===== config.mk =====
export PLATFORM = sky130hd
export DESIGN_NAME = chan_delay_reader
export DESIGN_NICKNAME = d
export VERILOG_FILES = /design/src/rtl/chan_delay_reader.sv
export SDC_FILE = /design/constraint.sdc
export NUM_CORES = 1
export LEC_CHECK = 0
export BUFFER_PORTS_ARGS = -buffer_cell sky130_fd_sc_hd__buf_2
export CORE_AREA = 3 3 61 63
export DETAILED_ROUTE_END_ITERATION = 10
export DIE_AREA = 0 0 64 66
export PLACE_DENSITY_LB_ADDON = 0.25
export SLEW_MARGIN = 20
export SYNTH_ARGS = -nofsm -noshare
export SYNTH_HDL_FRONTEND = slang
export SYNTH_SLANG_ARGS = --single-unit
export TNS_END_PERCENT = 10

===== constraint.sdc =====
create_clock -name clk -period 1.8 [get_ports clk]
set_clock_uncertainty 0.05 [all_clocks]
set_input_delay 0.36 -clock clk [delete_from_list [all_inputs] [get_ports clk]]
set_output_delay 0.36 -clock clk [all_outputs]
set_load 0.03 [all_outputs]

===== src/rtl/chan_delay_reader.sv =====
// Per-channel x(k-1) store with a random-access valid/ready read port.
// Optional even-parity protection of stored entries under PARITY_CHECK_EN.
module chan_delay_reader #(
    parameter int               WIDTH       = 2,
    parameter int               CHANNELS    = 8,
    parameter int               CH_BITS     = 3,
    parameter logic [WIDTH-1:0] RESET_STATE = '0
) (
    input  logic               clk,
    input  logic               reset,
    input  logic               wr_stb,
    input  logic [CH_BITS-1:0] wr_ch,
    input  logic [WIDTH-1:0]   wr_data,
    input  logic               rd_req,
    input  logic [CH_BITS-1:0] rd_ch,
    output logic               rd_busy,
    output logic               rd_valid,
    input  logic               rd_ready,
    output logic [WIDTH-1:0]   rd_data,
    output logic [CH_BITS-1:0] rd_ch_out,
    output logic               rd_fresh,
    output logic               rd_range_err,
`ifdef PARITY_CHECK_EN
    output logic               rd_par_err,
`endif
    output logic [7:0]         wr_drop_cnt
);

    typedef enum logic [1:0] {IDLE, FETCH, RESP} state_t;

    localparam logic [CH_BITS:0] CH_LIMIT = (CH_BITS+1)'(CHANNELS);

    state_t              state, state_nxt;
    logic [WIDTH-1:0]    mem [CHANNELS];
    logic [CHANNELS-1:0] written;
    logic [CH_BITS-1:0]  ch_q;
    logic                wr_in_range, rd_in_range;

    assign wr_in_range = ({1'b0, wr_ch} < CH_LIMIT);
    assign rd_in_range = ({1'b0, ch_q} < CH_LIMIT);

    // Store and written flags; writes are never blocked by the read FSM.
    always_ff @(posedge clk or posedge reset) begin
        if (reset) begin
            for (int i = 0; i < CHANNELS; i++) mem[i] <= RESET_STATE;
            written     <= '0;
            wr_drop_cnt <= '0;
        end else if (wr_stb) begin
            if (wr_in_range) begin
                mem[wr_ch]     <= wr_data;
                written[wr_ch] <= 1'b1;
            end else if (wr_drop_cnt != 8'hff) begin
                wr_drop_cnt <= wr_drop_cnt + 8'd1;
            end
        end
    end

`ifdef PARITY_CHECK_EN
    logic [CHANNELS-1:0] par;

    always_ff @(posedge clk or posedge reset) begin
        if (reset) begin
            par <= {CHANNELS{^RESET_STATE}};
        end else if (wr_stb && wr_in_range) begin
            par[wr_ch] <= ^wr_data;
        end
    end
`endif

    always_ff @(posedge clk or posedge reset) begin
        if (reset) state <= IDLE;
        else       state <= state_nxt;
    end

    always_comb begin
        state_nxt = state;
        rd_busy   = 1'b1;
        rd_valid  = 1'b0;
        case (state)
            IDLE: begin
                rd_busy = 1'b0;
                if (rd_req) state_nxt = FETCH;
            end
            FETCH: state_nxt = RESP;
            RESP: begin
                rd_valid = 1'b1;
                if (rd_ready) state_nxt = IDLE;
            end
            default: state_nxt = IDLE;
        endcase
    end

    // Response capture reads mem before any same-edge write lands, giving x(k-1).
    always_ff @(posedge clk or posedge reset) begin
        if (reset) begin
            ch_q         <= '0;
            rd_data      <= RESET_STATE;
            rd_ch_out    <= '0;
            rd_fresh     <= 1'b0;
            rd_range_err <= 1'b0;
`ifdef PARITY_CHECK_EN
            rd_par_err   <= 1'b0;
`endif
        end else begin
            case (state)
                IDLE: if (rd_req) ch_q <= rd_ch;
                FETCH: begin
                    rd_ch_out <= ch_q;
                    if (rd_in_range) begin
                        rd_data      <= mem[ch_q];
                        rd_fresh     <= written[ch_q];
                        rd_range_err <= 1'b0;
`ifdef PARITY_CHECK_EN
                        rd_par_err   <= (^mem[ch_q]) != par[ch_q];
`endif
                    end else begin
                        rd_data      <= RESET_STATE;
                        rd_fresh     <= 1'b0;
                        rd_range_err <= 1'b1;
`ifdef PARITY_CHECK_EN
                        rd_par_err   <= 1'b0;
`endif
                    end
                end
                RESP: if (rd_ready) begin
                    rd_range_err <= 1'b0;
`ifdef PARITY_CHECK_EN
                    rd_par_err   <= 1'b0;
`endif
                end
                default: ;
            endcase
        end
    end

endmodule


==> flow_metrics.py <==
metrics = {
    "floorplanning": {
        "io_pins": 30,
        "rows": 21,
        "die_y_um": 66,
        "die_x_um": 64,
        "initial_core_util_pct": 48.84,
        "dieArea_um2": 4224,
        "core_area_um2": 3284,
    },
    "synth": {
        "synth_xor_area_share_pct": 0,
        "synth_area_leader_cell": "dfrtp_1",
        "synth_compound_area_share_pct": 1.248,
        "synth-simple-area-share_pct": 9.672,
        "ys_ff_latch": 35,
        "syn_inst": 117,
        "synth_area_per_cell_um2": 13.71,
        "ys.warnings.count": 0,
        "synth_area_leaders": "dfrtp_1, mux2_2, mux2i_1",
        "synth_seq_area_share_pct": 54.60,
        "syn_area_um2": 1604,
        "synthAdderAreaFrac_pct": 0,
        "synthMuxAreaShare_pct": 27.15,
        "synth_top_area_share_pct": 54.60,
        "yosysUniqueCellTypes": 21,
        "synth_top_family_by_area": "multiplexers",
    },
    "worst_setup_path": {
        "arrival_ps": 1210,
        "rr_endpoint": "ch_q[1]",
        "crit_end": "rd_busy",
        "reg2reg_depth": 3,
        "worst_setup_path_end_kind": "output port",
        "worstPathRequired_ps": 1390,
        "r2r_setup_slack_ps": 320,
        "max_stage_delay_ps": 400,
        "r2r_start": "state[1]",
        "worstSetupPathType": "reg -> out",
        "crit_slowest_cell": "dfrtp_1",
        "critPathMaxFanout": 3,
        "crit_path_cell_trace": "or2_2, buf_2",
        "critPathLaunchType": "register",
        "startpoint": "state[1]",
    },
    "finish": {
        "register_area_um2": 875.8,
        "drive_gt1_share_pct": 41.96,
        "area_delta_synth_final_pct": 11.31,
        "nets": 155,
        "final_cell_mix": "dfrtp_1, mux2_2, buf_2, mux2i_1, conb_1",
        "num_antenna_cells": 0,
        "fillers": 289,
        "utilization_pct": 54.36,
        "final_common_cell": "dfrtp_1",
        "multi_input_area_um2": 644.4,
    },
    "detailed_routing": {
        "wl_per_cell_um": 14.16,
        "vias": 934,
        "drt_pass1_iterations": 4,
        "drc_errors": 0,
        "via_per_inst": 4.942,
        "drt-initial-drc-count": 29,
        "drt_wl_total_um": 2677,
        "antenna_left": 0,
    },
    "clock_network": {
        "clock_sink_count": 35,
        "post_cts_resized": 0,
        "h-tree-depth": 2,
        "root_buffer": "clkbuf_4",
        "postCtsHoldBufs": 0,
        "cts_tree": "built",
        "clockBufferDepth": 2,
        "cts-buffers-inserted": 5,
        "clk_pin_slew_ps": 100,
        "post_cts_buffers": 0,
        "clk_latency_ps": 330,
    },
    "grt": {
        "antenna_found_initial": 0,
        "grt_pass1_vias": 939,
        "track_usage_pct": 14.84,
        "grt_pass1_wl_um": 4540,
        "grt_max_degree": 36,
        "overflow": 0,
    },
    "power_and_ir_drop": {
        "p_leak_nw": 0.8075,
        "powerDensity_nw_per_um2": 1431,
        "peakVddDrop_mv": 0.5611,
    },
    "place": {
        "place_congestion": 0.7275,
        "portBuffers": 20,
        "hpwl_um": 2026,
    },
    "sta": {
        "rsz0062_at_grt": "false",
        "period_needed_ps": 1623,
        "max_freq_mhz": 616.3,
        "fin_worst_hold_slack_ps": 44.81,
        "finalCritPeriodShare_pct": 90.15,
        "finalSetupViolations": 0,
        "fin_tns_setup_ps": 0,
        "worstMarginPinSlew_ps": 513.0,
        "finalHoldViolCount": 0,
        "timing.slew.headroom_pct": 65.54,
        "maxSlewViolCount": 0,
    },
    "flow_run": {
        "drv_cap": 0,
    },
    "status": {
        "status": "finished, final reports clean",
    },
    "worst_hold_path": {
        "hold_class": "in -> async",
    },
}
-- worst min path at each step --
stage               start          to  slack [ps]  depth (start not counted)
3_3_place_gp   written[5]  written[5]         400                          1
3_5_place_dp   written[6]  written[6]         410                          1
4_1_cts             reset  written[0]          60                          3
5_1_grt             reset     mem[14]          70                          3
6_report            reset     mem[14]          40                          3
2_1_floorplan  written[5]  written[5]         380                          1
-- Yosys cell counts (all sizes together) --
master  count
dfrtp      35
mux2       22
mux2i      12
buf        11
nand2b      6
nand2       5
or2         5
o21ai       4
inv         3
mux4        3
nand4b      3
nor3        2
and4bb      1
clkbuf      1
conb        1
nand4       1
nor2        1
nor4b       1
-- worst max-delay path, delay by kind of cell, from the launching register on --
kind | cells | cell delay, ps
AND/OR/NAND/NOR | 1 | 300
buffers and inverters | 1 | 180
flip-flops | 1 | 400
-- metal layers --
layer | global-route usage, % | vias to the layer above | wire (µm)
li1 | - | 442 | -
met1 | 17.61 | 468 | 1152
met2 | 24.00 | 19 | 1347
met3 | 6.122 | 5 | 141
met4 | 5.660 | 0 | 36
met5 | 0 | - | 0
-- area by class of cell --
class | count | share of cell area, %
Clock buffer | 8 | 3.854
Tap cell | 46 | 3.224
Inverter | 3 | 0.6307
Timing Repair Buffer | 22 | 7.148
Sequential cell | 35 | 49.05
Multi-Input combinational cell | 75 | 36.09
-- registers in the layout, indices dropped and copies added, names as in the netlist --
register   cells
ch_q           3
rd_data        2
mem           16
rd_ch_out      3
rd_fresh       1
state          2
written        8
-- cell families after synthesis --
| logic type | count (synthesis) |
|---|---|
| simple gates | 25 |
| flops | 35 |
| mux | 37 |
| other cells | 1 |
| buf+inv | 15 |
| compound gates | 4 |
-- stage by stage --
step           instance area (µm²)  std cells  setup slack (ps)  power (W)
2_1_floorplan                 1634        125             303.6   0.001927
3_3_place_gp                  1717        181             247.3   0.002094
3_5_place_dp                  1717        181             212.4   0.002117
4_1_cts                       1785        189             162.5   0.002590
5_1_grt                       1785        189             110.2   0.002721
6_report                      1785        189             177.3   0.002555
-- power breakdown --
| group | total (W) | leakage [nW] | switching [W] | internal, W |
|---|---|---|---|---|
| Combinational | 0.000948 | 0.372 | 0.000493 | 0.000455 |
| Clock | 0.000474 | 0.0386 | 0.000244 | 0.000230 |
| Sequential | 0.00113 | 0.397 | 0.000139 | 0.000995 |
Power figures use the tool's default switching activity.
